<file path="src/rtl/load_store_unit.sv">
// Load/store unit: turns byte/half/word requests into whole-word
// accesses on a big-endian memory, with read-modify-write for sub-word stores.
module load_store_unit #(
    parameter int   ADDR_W = 30,
    parameter logic READ   = 1'b1,
    parameter logic WRITE  = 1'b0
) (
    input  logic              clk,
    input  logic              rst_,
    input  logic              req_valid,
    output logic              req_ready,
    input  logic              req_we,
    input  logic [1:0]        req_size,
    input  logic              req_unsigned,
    input  logic [ADDR_W-1:0] req_addr,
    input  logic [31:0]       req_wdata,
    output logic              rsp_valid,
    output logic [31:0]       rsp_rdata,
    output logic              rsp_err,
    output logic [ADDR_W-1:0] memory_addr,
    output logic              memory_as_,
    output logic              memory_rw,
    output logic [31:0]       memory_wr_data,
    input  logic [31:0]       memory_rd_data
);

    typedef enum logic [2:0] {
        IDLE,
        LOAD,
        RMW_RD,
        WR,
        RESP
    } state_t;

    state_t            state;
    state_t            state_nxt;
    logic [1:0]        size_q;
    logic              uns_q;
    logic [ADDR_W-1:0] addr_q;
    logic [15:0]       wdata_q;
    logic [31:0]       merge_q;
    logic              req_bad;
    logic [7:0]        lane_b;
    logic [15:0]       lane_h;
    logic [31:0]       load_val;
    logic [31:0]       merge_val;

    // Misalignment / illegal size check on the incoming request
    always_comb begin
        req_bad = 1'b0;
        unique case (req_size)
            2'b00:   req_bad = 1'b0;
            2'b01:   req_bad = req_addr[0];
            2'b10:   req_bad = |req_addr[1:0];
            default: req_bad = 1'b1;
        endcase
    end

    // Big-endian lane extraction and sign/zero extension of load data
    always_comb begin
        lane_b = memory_rd_data[31:24];
        unique case (addr_q[1:0])
            2'd0:    lane_b = memory_rd_data[31:24];
            2'd1:    lane_b = memory_rd_data[23:16];
            2'd2:    lane_b = memory_rd_data[15:8];
            default: lane_b = memory_rd_data[7:0];
        endcase
        lane_h = addr_q[1] ? memory_rd_data[15:0] : memory_rd_data[31:16];
        if (size_q == 2'b00) begin
            load_val = uns_q ? {24'd0, lane_b} : {{24{lane_b[7]}}, lane_b};
        end else if (size_q == 2'b01) begin
            load_val = uns_q ? {16'd0, lane_h} : {{16{lane_h[15]}}, lane_h};
        end else begin
            load_val = memory_rd_data;
        end
    end

    // Replace the target lane of the read word with the store data
    always_comb begin
        merge_val = memory_rd_data;
        if (size_q == 2'b00) begin
            unique case (addr_q[1:0])
                2'd0:    merge_val[31:24] = wdata_q[7:0];
                2'd1:    merge_val[23:16] = wdata_q[7:0];
                2'd2:    merge_val[15:8]  = wdata_q[7:0];
                default: merge_val[7:0]   = wdata_q[7:0];
            endcase
        end else if (addr_q[1]) begin
            merge_val[15:0] = wdata_q;
        end else begin
            merge_val[31:16] = wdata_q;
        end
    end

    // Next-state selection and outputs decoded from the registered state
    always_comb begin
        state_nxt      = state;
        req_ready      = 1'b0;
        rsp_valid      = 1'b0;
        memory_as_     = 1'b1;
        memory_rw      = READ;
        memory_wr_data = 32'd0;
        memory_addr    = {addr_q[ADDR_W-1:2], 2'b00};
        unique case (state)
            IDLE: begin
                req_ready = 1'b1;
                if (req_valid) begin
                    if (req_bad)                state_nxt = RESP;
                    else if (!req_we)           state_nxt = LOAD;
                    else if (req_size == 2'b10) state_nxt = WR;
                    else                        state_nxt = RMW_RD;
                end
            end
            LOAD: begin
                memory_as_ = 1'b0;
                state_nxt  = RESP;
            end
            RMW_RD: begin
                memory_as_ = 1'b0;
                state_nxt  = WR;
            end
            WR: begin
                memory_as_     = 1'b0;
                memory_rw      = WRITE;
                memory_wr_data = merge_q;
                state_nxt      = RESP;
            end
            RESP: begin
                rsp_valid = 1'b1;
                state_nxt = IDLE;
            end
            default: state_nxt = IDLE;
        endcase
    end

    // State register; reset forces IDLE so the strobe drops at once
    always_ff @(posedge clk or negedge rst_) begin
        if (!rst_) state <= IDLE;
        else       state <= state_nxt;
    end

    // Request capture, load result and merge word registers
    always_ff @(posedge clk or negedge rst_) begin
        if (!rst_) begin
            size_q    <= 2'b00;
            uns_q     <= 1'b0;
            addr_q    <= '0;
            wdata_q   <= 16'd0;
            merge_q   <= 32'd0;
            rsp_rdata <= 32'd0;
            rsp_err   <= 1'b0;
        end else begin
            if (state == IDLE && req_valid) begin
                size_q    <= req_size;
                uns_q     <= req_unsigned;
                addr_q    <= req_addr;
                wdata_q   <= req_wdata[15:0];
                merge_q   <= req_wdata;
                rsp_rdata <= 32'd0;
                rsp_err   <= req_bad;
            end
            if (state == LOAD)   rsp_rdata <= load_val;
            if (state == RMW_RD) merge_q   <= merge_val;
        end
    end

endmodule

</file>
<file path="config.mk">
export PLATFORM = sky130hd
export DESIGN_NAME = load_store_unit
export DESIGN_NICKNAME = d
export VERILOG_FILES = /design/src/rtl/load_store_unit.sv
export SDC_FILE = /design/constraint.sdc
export NUM_CORES = 1
export LEC_CHECK = 0
export ABC_AREA = 1
export CORE_ASPECT_RATIO = 1.4
export CORE_UTILIZATION = 52
export CTS_BUF_LIST = sky130_fd_sc_hd__clkbuf_8 sky130_fd_sc_hd__clkbuf_16
export DETAILED_ROUTE_END_ITERATION = 16
export PLACE_DENSITY = 0.86
export SYNTH_ARGS = -nofsm -noshare
export SYNTH_HDL_FRONTEND = slang
export SYNTH_SLANG_ARGS = --single-unit
</file>
<file path="constraint.sdc">
create_clock -name clk -period 4.1 [get_ports clk]
set_input_delay 0.615 -clock clk [delete_from_list [all_inputs] [get_ports clk]]
set_output_delay 0.615 -clock clk [all_outputs]
set_load 0.1 [all_outputs]
</file>
After elaboration in Yosys (flattened, before gate mapping)
Cells that the tools add are included.
- eq/ne operators: 10
- multiplexer cells: 28
- reduce and logical (&&, ||, !) cells: 11
- operator list (cell ; count):
    $mux 32 ; 10
    $mux 16 ; 3
    $mux 8 ; 4
    $pmux 8 s3 ; 1
    $pmux 3 s3 ; 1
    $eq 2x1->1 const B ; 3
    $eq 3x2->1 const B ; 2
    $logic_not 2->1 ; 3
    $mux 3 ; 2
    $reduce_or 3->1 ; 2
    $mux 1 ; 5
    $eq 2x2->1 const B ; 2
    $reduce_bool 2->1 ; 2
    $reduce_or 2->1 ; 2
    $eq 3x1->1 const B ; 1
    $eq 3x3->1 const B ; 1
    $logic_not 3->1 ; 1
    $pmux 1 s3 ; 1
    $mux 2 ; 1
    $ne 2x2->1 const B ; 1
    $logic_and 1x1->1 ; 1
- register bits: 117
- input bits: 101
- output and inout port bits: 99
- logic and storage cells: 57

Logic depth before layout (Yosys ltp)
Gate-level depths: netlist (run 1).
- word-level depth: 6
- depth in mapped cells: 10
- gate-level depth less buffers: 9

Worst setup path after synthesis (run 1)
OpenSTA, ideal clock, no wires.
- path type: register to output
- start: register state[1]
- end: output memory_wr_data[22]
- arrival: 2.736 ns
- required time: 3.485 ns
- slack: 0.749 ns
- cell stages (with the launch flop): 4
- path buffers: 1
- cells stage by stage: dfrtp_1 -> nand3_1 -> clkbuf_1 -> nor2_1
- word-level cells in the longest chain between the ends: 2
- RTL lines (item ; line ; text):
    start, declared ; 35 ; state_t state;
    start signal, assigned ; 139 ; else state <= state_nxt;
    $eq 3x2->1 ; 104 ; unique case (state)
    $mux 32 ; 104 ;
    end, declared ; 23 ; output logic [31:0] memory_wr_data,
No other way between the ends.

Final worst setup path (run 1)
- start: register state[1]
- end: output rsp_valid
- word-level cells in the longest chain between the ends: 2
- RTL lines (item ; line ; text):
    $eq 3x3->1 ; 104 ;
    $mux 1 ; 104 ;
    end, declared ; 17 ; output logic rsp_valid,
No other way between the ends.

==> results.yml, run 1 <==
run_status:
  status: "completed"
floorplanning:
  rows: 49
  dieArea_mm2: 0.01387
  coreArea_mm2: 0.01294
  io_pins: 200
  initial_core_util: 0.5384
  die_h_um: 138.9
  die_w_um: 99.82
critical_path:
  worstPathCellList: "or2_2, nor2_1, clkdlybuf4s50_1"
  reg2reg_slack_ns: 1.71
  setup.worst_path.class: "reg -> out"
  cp.arrival_ns: 2.42
  crit_path_max_incr_delay_ns: 1.13
  cp-end-kind: "output port"
  worstPathRequired_ns: 3.48
  crit_fanout: 6
  ff2ff_path_depth: 6
  critPathBufInv: 1
  critPathLaunchType: "flip-flop"
  reg2reg_from: "size_q[1]"
  slowest_stage: "clkdlybuf4s50_1"
  rr_endpoint: "merge_q[3]"
  critical_path.top_delay_family: "buffers and inverters"
placed_design:
  gp_congestion: 0.9039
  port_buffers: 197
  numPlacedInstances: 1340
  place_area_mm2: 0.008627
  dp_hpwl_mm: 14.88
  post-place-ws_ns: 1.493
yosys:
  synth.avg_cell_area_um2: 6.704
  ys_warn_count: 0
  synth_cells: 1039
  syn_area_mm2: 0.006965
  yosysUniqueCellTypes: 25
  ys_seq_area_frac: 0.4203
  synth-seq-cells: 117
timing:
  final.setup.tns_ns: 0
  rsz0062_at_grt: "no"
  hold_ws_ns: 0.2948
  max-slew-margin-rel: 0.2156
  hold_viol_final: 0
  worst_pin_slew_ns: 1.174
  finalCritPeriodShare: 0.7407
  setup_violations: 0
  timing.final.crit_period_ns: 3.037
  setup_slack_ns: 1.063
  clock_skew_ns: 0.006960
  finalMaxSlewViolations: 0
  fmax_mhz: 329.3
clock_network:
  cts.sink_count: 117
  h-tree-depth: 4
  cts.clk_slew.worst_paths_ns: 0.06
  post_cts_buffers: 0
  cts_tree: "yes"
  cts_buffers: 17
  ctsHoldBuffers: 0
  clk_latency_ns: 0.42
  clk_path_buf_depth: 2
  cts.repair.resized: 0
  clockRootBuffer: "clkbuf_16"
cells_and_area:
  fill_cells: 1091
  final_core_util: 0.7143
  area_delta_synth_final_pct: 32.66
  final_cells: 1372
  stdcell_area_mm2: 0.009240
  n_antenna_cell: 0
  final_nets: 1282
  drive_gt1_frac: 0.08208
route:
  first_pass_iters: 8
  drt-initial-drc-count: 678
  ant_nets: 0
  wire_per_inst_um: 15.33
  vias: 7216
  viasPerCell: 5.259
  drc: 0
  wl_mm: 21.04
power:
  powerDensity_mw_per_mm2: 946.0
  power_mw: 8.741
  vdd.ir_drop.worst_mv: 0.8363
  p_leak_nw: 4.770
hold_path:
  worstHoldPathType: "in -> async"
grt:
  grt_max_degree: 70
  grt_pass1_vias: 6835
  grt_pass1_wl_mm: 33.93
  grt_antenna_before_repair: 0
  grt_overflow: 0
  grt.total_usage: 0.3153
run:
  max-cap-violations: 0
-- how the worst max path moves through the flow --
stage	cells after the start	startpoint	endpoint	slack [ns]
finish	3	state[1]	rsp_valid	1.06
global route	4	state[0]	req_ready	0.96
CTS	3	state[1]	rsp_valid	1.05
detailed placement	3	state[1]	rsp_valid	1.49
global placement	3	state[1]	rsp_valid	1.51
floorplan	3	state[1]	memory_wr_data[22]	0.75
-- worst register-to-register path: stages, from the launching register on --
cell and delay [ns]:
dfrtp_1 0.45, inv_2 0.30, nand2_1 0.78, o21ai_0 0.34, a21oi_1 0.06, o21ai_0 0.25, nand2_1 0.09
-- state kept, by name (all words and copies together) (netlist names) --
register / cells
uns_q: 1
rsp_err: 1
merge_q: 32
size_q: 2
wdata_q: 16
addr_q: 30
state: 3
rsp_rdata: 32
-- cell usage in the layout (no fill, tap or decap), types with 3 or more instances in the layout --
cell	count
nor2_4	4
inv_2	7
clkdlybuf4s50_1	163
inv_6	4
nand3_1	69
nand2_1	396
clkbuf_16	17
bufinv_16	3
nor2_2	4
dfrtp_1	117
clkinvlp_4	4
inv_1	94
o21ai_1	19
nand2_2	3
buf_4	43
nor2_1	110
o21ai_0	72
o211ai_1	8
a21oi_1	41
-- cells by family after synthesis --
kind of cell           synth area share
AO/OA/AOI/OAI                    0.1099
buffers and inverters            0.1295
flip-flops                       0.4203
other                         0.0005384
AND/OR/NAND/NOR                  0.3397
-- Yosys cell counts --
library cell	instances	area, um^2
or2_2	2	12.51
a21oi_1	41	205.2
clkbuf_2	1	5.000
nand2_2	3	18.77
a21boi_1	1	7.510
inv_2	7	26.28
a21boi_0	2	15.01
nand2_1	396	1486
nand3_1	69	345.3
nor2_2	4	25.02
dfrtp_1	117	2928
clkbuf_1	15	56.30
buf_2	24	120.1
o21ai_0	72	360.4
o211a_1	1	10.01
buf_4	41	307.8
nor2_1	110	412.9
o21a_1	1	7.510
inv_1	94	352.8
conb_1	1	3.750
o211ai_1	8	60.06
nand3_2	2	20.02
o21ai_1	20	100.1
nor2_4	4	45.04
buf_6	3	33.78
-- per-layer routing --
layer | GRT usage | vias to the layer above | share of wire
li1 | - | 3473 | -
met1 | 0.3796 | 3307 | 0.38
met2 | 0.5336 | 381 | 0.50
met3 | 0.07813 | 55 | 0.084
met4 | 0.1308 | 0 | 0.037
met5 | 0 | - | 0
-- area by class of cell --
class	instances	area (um^2)	share of cell area
Multi-Input combinational cell	738	3143	0.3401
Timing Repair Buffer	206	1954	0.2115
Sequential cell	117	2928	0.3169
Inverter	101	379.1	0.04103
Tap cell	178	222.7	0.02410
Clock buffer	18	439.2	0.04753
Clock inverter	14	173.9	0.01882
-- power by group --
group / switching [mW] / internal, mW
sequential: 0.322 / 1.66
combinational: 3.93 / 1.27
clock: 0.585 / 0.977
No activity file was read; power rests on OpenSTA's default activity.
==> run 2: changes to the inputs <==
- CORE_UTILIZATION: 52 -> 44
- PLACE_DENSITY: 0.86 -> 0.78
- clock period: 4.1 -> 2.7 ns (I/O delays scaled with it)
==> results.yml, run 2 (synthesis results as in run 1) <==
clock_network:
  cts_tree: "yes"
  clk_path_buf_depth: 2
  clk_latency_ns: 0.42
  post_cts_buffers: 0
  h-tree-depth: 4
  cts.sink_count: 117
  cts.repair.resized: 0
  cts_buffers: 17
  cts.clk_slew.worst_paths_ns: 0.06
  clockRootBuffer: "clkbuf_16"
cells_and_area:
  drive_gt1_frac: 0.1406
  final_common_cell: "nand2_1"
  n_antenna_cell: 0
  area_delta_synth_final_pct: 38.08
  top_regs: "merge_q: 32 flops, rsp_rdata: 32 flops, addr_q: 30 flops"
  final_nets: 1290
  stdcell_area_mm2: 0.009618
  multi_input_area_mm2: 0.003143
  fill_cells: 1427
  mostFrequentLayoutCells: "nand2_1, dfrtp_1, nor2_1"
  register_area_mm2: 0.002928
timing:
  finalCritPeriodShare: 0.7962
  fmax_mhz: 465.2
  rsz0062_at_grt: "no"
  worst_pin_slew_ns: 0.7180
  hold_viol_final: 0
  timing.final.crit_period_ns: 2.150
  finalMaxSlewViolations: 0
  clock_skew_ns: 0.01279
  setup_violations: 0
  hold_ws_ns: 0.4770
  max-slew-margin-rel: 0.5202
power:
  switching_share: 0.5531
  switchingPower_mw: 7.363
  p_int_mw: 5.950
  p_comb_frac: 0.594
  sequentialPowerShare: 0.227
  powerDensity_mw_per_mm2: 1384
  vdd.ir_drop.worst_mv: 1.088
  power_mw: 13.31
  p_leak_nw: 5.015
  clkPwrFrac: 0.179
floorplanning:
  die_h_um: 150.9
  coreArea_mm2: 0.01554
  rows: 54
  dieArea_mm2: 0.01634
  die_w_um: 108.3
  initial_core_util: 0.4482
  io_pins: 200
critical_path:
  setup.worst_path.class: "reg -> out"
  cp.arrival_ns: 1.74
  critPathLaunchType: "flip-flop"
  worstPathRequired_ns: 2.30
  crit_fanout: 33
  cp-end-kind: "output port"
route:
  wire_per_inst_um: 15.49
  wl_mm: 21.65
  first_pass_iters: 11
  ant_nets: 0
  viasPerCell: 5.121
  vias: 7159
  drt-initial-drc-count: 551
  drc: 1
grt:
  grt_antenna_before_repair: 0
  grt_overflow: 0
  grt.total_usage: 0.2759
  grt_pass1_vias: 6688
  grt_max_degree: 48
  grt_pass1_wl_mm: 34.37
placed_design:
  place_area_mm2: 0.008992
  dp_hpwl_mm: 15.89
  port_buffers: 197
  gp_congestion: 0.9633
run_status:
  violations: "DRC"
  status: "finished, violations left"
run:
  max-cap-violations: 0
hold_path:
  worstHoldPathType: "reg -> reg"
## run 2: cell count changes in the layout (fill, tap and decap cells not counted), moves of 2 or more
cell / previous run / this run
clkinvlp_4: 4 / 2
clkinv_4: 1 / 4
buf_4: 43 / 78
clkdlybuf4s50_1: 163 / 99
buf_12: 0 / 36
## run 2: final cells by class
type / count / area share
sequential: 117 / 0.3044
inverter: 101 / 0.03942
timing repair buffer: 214 / 0.2399
clock inverter: 14 / 0.01834
multi-input combinational: 738 / 0.3268
tap: 196 / 0.02550
clock buffer: 18 / 0.04566
## run 2: what timing repair did
action                     in CTS  in global routing
hold buffers                    1                  0
hold endpoints to repair       32                  0
setup endpoints to repair       0                  0
## run 2: routing by layer
metal | vias to the layer above | GRT usage | share of wire
met5 | - | 0 | 0
met4 | 0 | 0.1358 | 0.039
met3 | 60 | 0.07100 | 0.082
met2 | 356 | 0.4484 | 0.49
met1 | 3262 | 0.3384 | 0.39
li1 | 3481 | - | -
## run 2: power groups by stage
stage                     sequential, mW  combinational [mW]  clock [mW]
final                               3.02                7.91        2.38
after global routing                3.10                8.57        2.48
after CTS                           3.01                7.91        2.41
after detailed placement            3.01                7.88           0
after global placement              3.01                7.77           0
after floorplan                     3.84                5.54           0
## run 2: final timing paths
kind | cells after the start | slack (ns) | endpoint | from
worst max-delay path | 4 | 0.55 | memory_wr_data[3] | state[1]
worst min-delay path | 2 | 0.48 | merge_q[27] | merge_q[27]
worst max register to register | 8 | 0.61 | rsp_rdata[0] | addr_q[1]
worst min register to register | 2 | 0.48 | merge_q[27] | merge_q[27]
max in group asynchronous | 3 | 1.59 | rsp_rdata[27] | rst_
min in group asynchronous | 2 | 0.49 | addr_q[22] | rst_
## run 2: worst max-delay path, stage by stage, from the launching register on
cell	delay (ns)
dfrtp_1	0.49
nand3_1	0.11
buf_4	0.26
nor2_1	0.26
buf_12	0.21
## run 2: through the flow
stage            util  setup slack [ns]  std cells  setup TNS, ns
2_1_floorplan       -           -0.4413       1040         -3.971
3_3_place_gp   0.5787            0.6903       1365              0
3_5_place_dp   0.5787            0.6131       1365              0
4_1_cts        0.6189            0.5160       1398              0
5_1_grt        0.6189            0.4041       1398              0
6_report       0.6189            0.5502       1398              0
==> run 3: changes to the inputs <==
- CORE_UTILIZATION: 44 -> 49
- PLACE_DENSITY: 0.78 -> 0.82
- clock period: 2.7 -> 2 ns (I/O delays scaled with it)
==> results.yml, run 3 (synthesis results as in run 1) <==
cells_and_area:
  area_delta_synth_final_pct: 41.26
  mostFrequentLayoutCells: "nand2_1, dfrtp_1, clkdlybuf4s50_1"
  final_nets: 1303
  final_cells: 1399
  drive_gt1_frac: 0.1590
  top_regs: "merge_q: 32 flops, rsp_rdata: 32 flops, addr_q: 30 flops"
  final_core_util: 0.7073
  stdcell_area_mm2: 0.009839
  final_common_cell: "nand2_1"
  n_antenna_cell: 0
timing:
  setup_slack_ns: 0.05319
  final.setup.tns_ns: 0
  worst_pin_slew_ns: 0.7559
  fmax_mhz: 513.7
  hold_viol_final: 0
  setup_violations: 0
  rsz0062_at_grt: "yes"
  hold_ws_ns: 0.3937
  finalMaxSlewViolations: 0
  finalCritPeriodShare: 0.9734
  clock_skew_ns: 0.006064
  timing.final.crit_period_ns: 1.947
  max-slew-margin-rel: 0.4949
clock_network:
  cts.sink_count: 117
  clk_path_buf_depth: 2
  clk_latency_ns: 0.42
  cts_tree: "yes"
  cts_buffers: 17
  h-tree-depth: 4
  clockRootBuffer: "clkbuf_16"
  post_cts_buffers: 0
  cts.clk_slew.worst_paths_ns: 0.06
critical_path:
  cp-end-kind: "output port"
  reg2reg_slack_ns: 0.22
  worstPathRequired_ns: 1.70
  critPathLaunchType: "flip-flop"
  ff2ff_path_depth: 7
  critPathLaunch: "state[2]"
  rr_endpoint: "rsp_rdata[7]"
  reg2reg_from: "addr_q[1]"
  crit_fanout: 33
  cp.arrival_ns: 1.65
  setup.worst_path.class: "reg -> out"
route:
  drc: 0
  wire_per_inst_um: 15.60
  viasPerCell: 5.259
  ant_nets: 0
  first_pass_iters: 6
  drt-initial-drc-count: 615
  vias: 7357
  wl_mm: 21.82
power:
  p_leak_nw: 5.104
  powerDensity_mw_per_mm2: 1868
  power_mw: 18.38
  vdd.ir_drop.worst_mv: 1.601
grt:
  grt_max_degree: 55
  grt_overflow: 0
  grt_pass1_vias: 6915
  grt.total_usage: 0.3091
  grt_antenna_before_repair: 0
  grt_pass1_wl_mm: 34.56
run_status:
  status: "completed"
placed_design:
  port_buffers: 197
  place_area_mm2: 0.009209
  post-place-ws_ns: 0.1605
  numPlacedInstances: 1367
  dp_hpwl_mm: 15.95
  gp_congestion: 0.9798
floorplanning:
  rows: 51
  initial_core_util: 0.5007
  die_w_um: 102.8
  coreArea_mm2: 0.01391
  dieArea_mm2: 0.01470
  io_pins: 200
  die_h_um: 143.1
hold_path:
  worstHoldPathType: "in -> async"
run:
  max-cap-violations: 0
-- run 3: how the worst max path moves through the flow --
stage	end	slack [ns]
2_1_floorplan	memory_wr_data[10]	-0.41
3_3_place_gp	rsp_rdata[30]	0.26
3_5_place_dp	rsp_rdata[20]	0.16
4_1_cts	memory_wr_data[3]	0.03
5_1_grt	memory_wr_data[12]	-0.005
6_report	memory_wr_data[20]	0.05
-- run 3: routing by layer --
metal  global-route usage  wire, um  vias to the layer above  part of all wire
li1                     -         -                     3518                 -
met1               0.3775      8302                     3366              0.38
met2               0.5116     10700                      403              0.49
met3              0.06021      1770                       70             0.081
met4               0.1601      1051                        0             0.048
met5                    0         0                        -                 0
-- run 3: power breakdown --
part	total, mW	switching [mW]	internal [mW]
clock	3.15	1.08	2.07
sequential	4.11	0.708	3.40
combinational	11.1	8.24	2.89
-- run 3: final cells by class --
class	instances	area, um^2
fillers	1152	4071
multi-input cells	738	3218
flip-flops and latches	117	2929
repair buffers	227	2471
clock buffers	21	480.5
inverters	101	379.1
well taps	185	231.5
clock inverters	10	130.1
-- run 3: what timing repair did --
item,CTS,global route
hold endpoints to repair,33,0
hold buffers,1,0
resized for setup,1,3
setup endpoints to repair,14,6
-- run 3: worst max-delay path: stages (launching register included) --
cell	delay, ns
dfrtp_1	0.39
inv_2	0.09
nand3_2	0.09
buf_12	0.20
nor2_1	0.22
buf_12	0.21
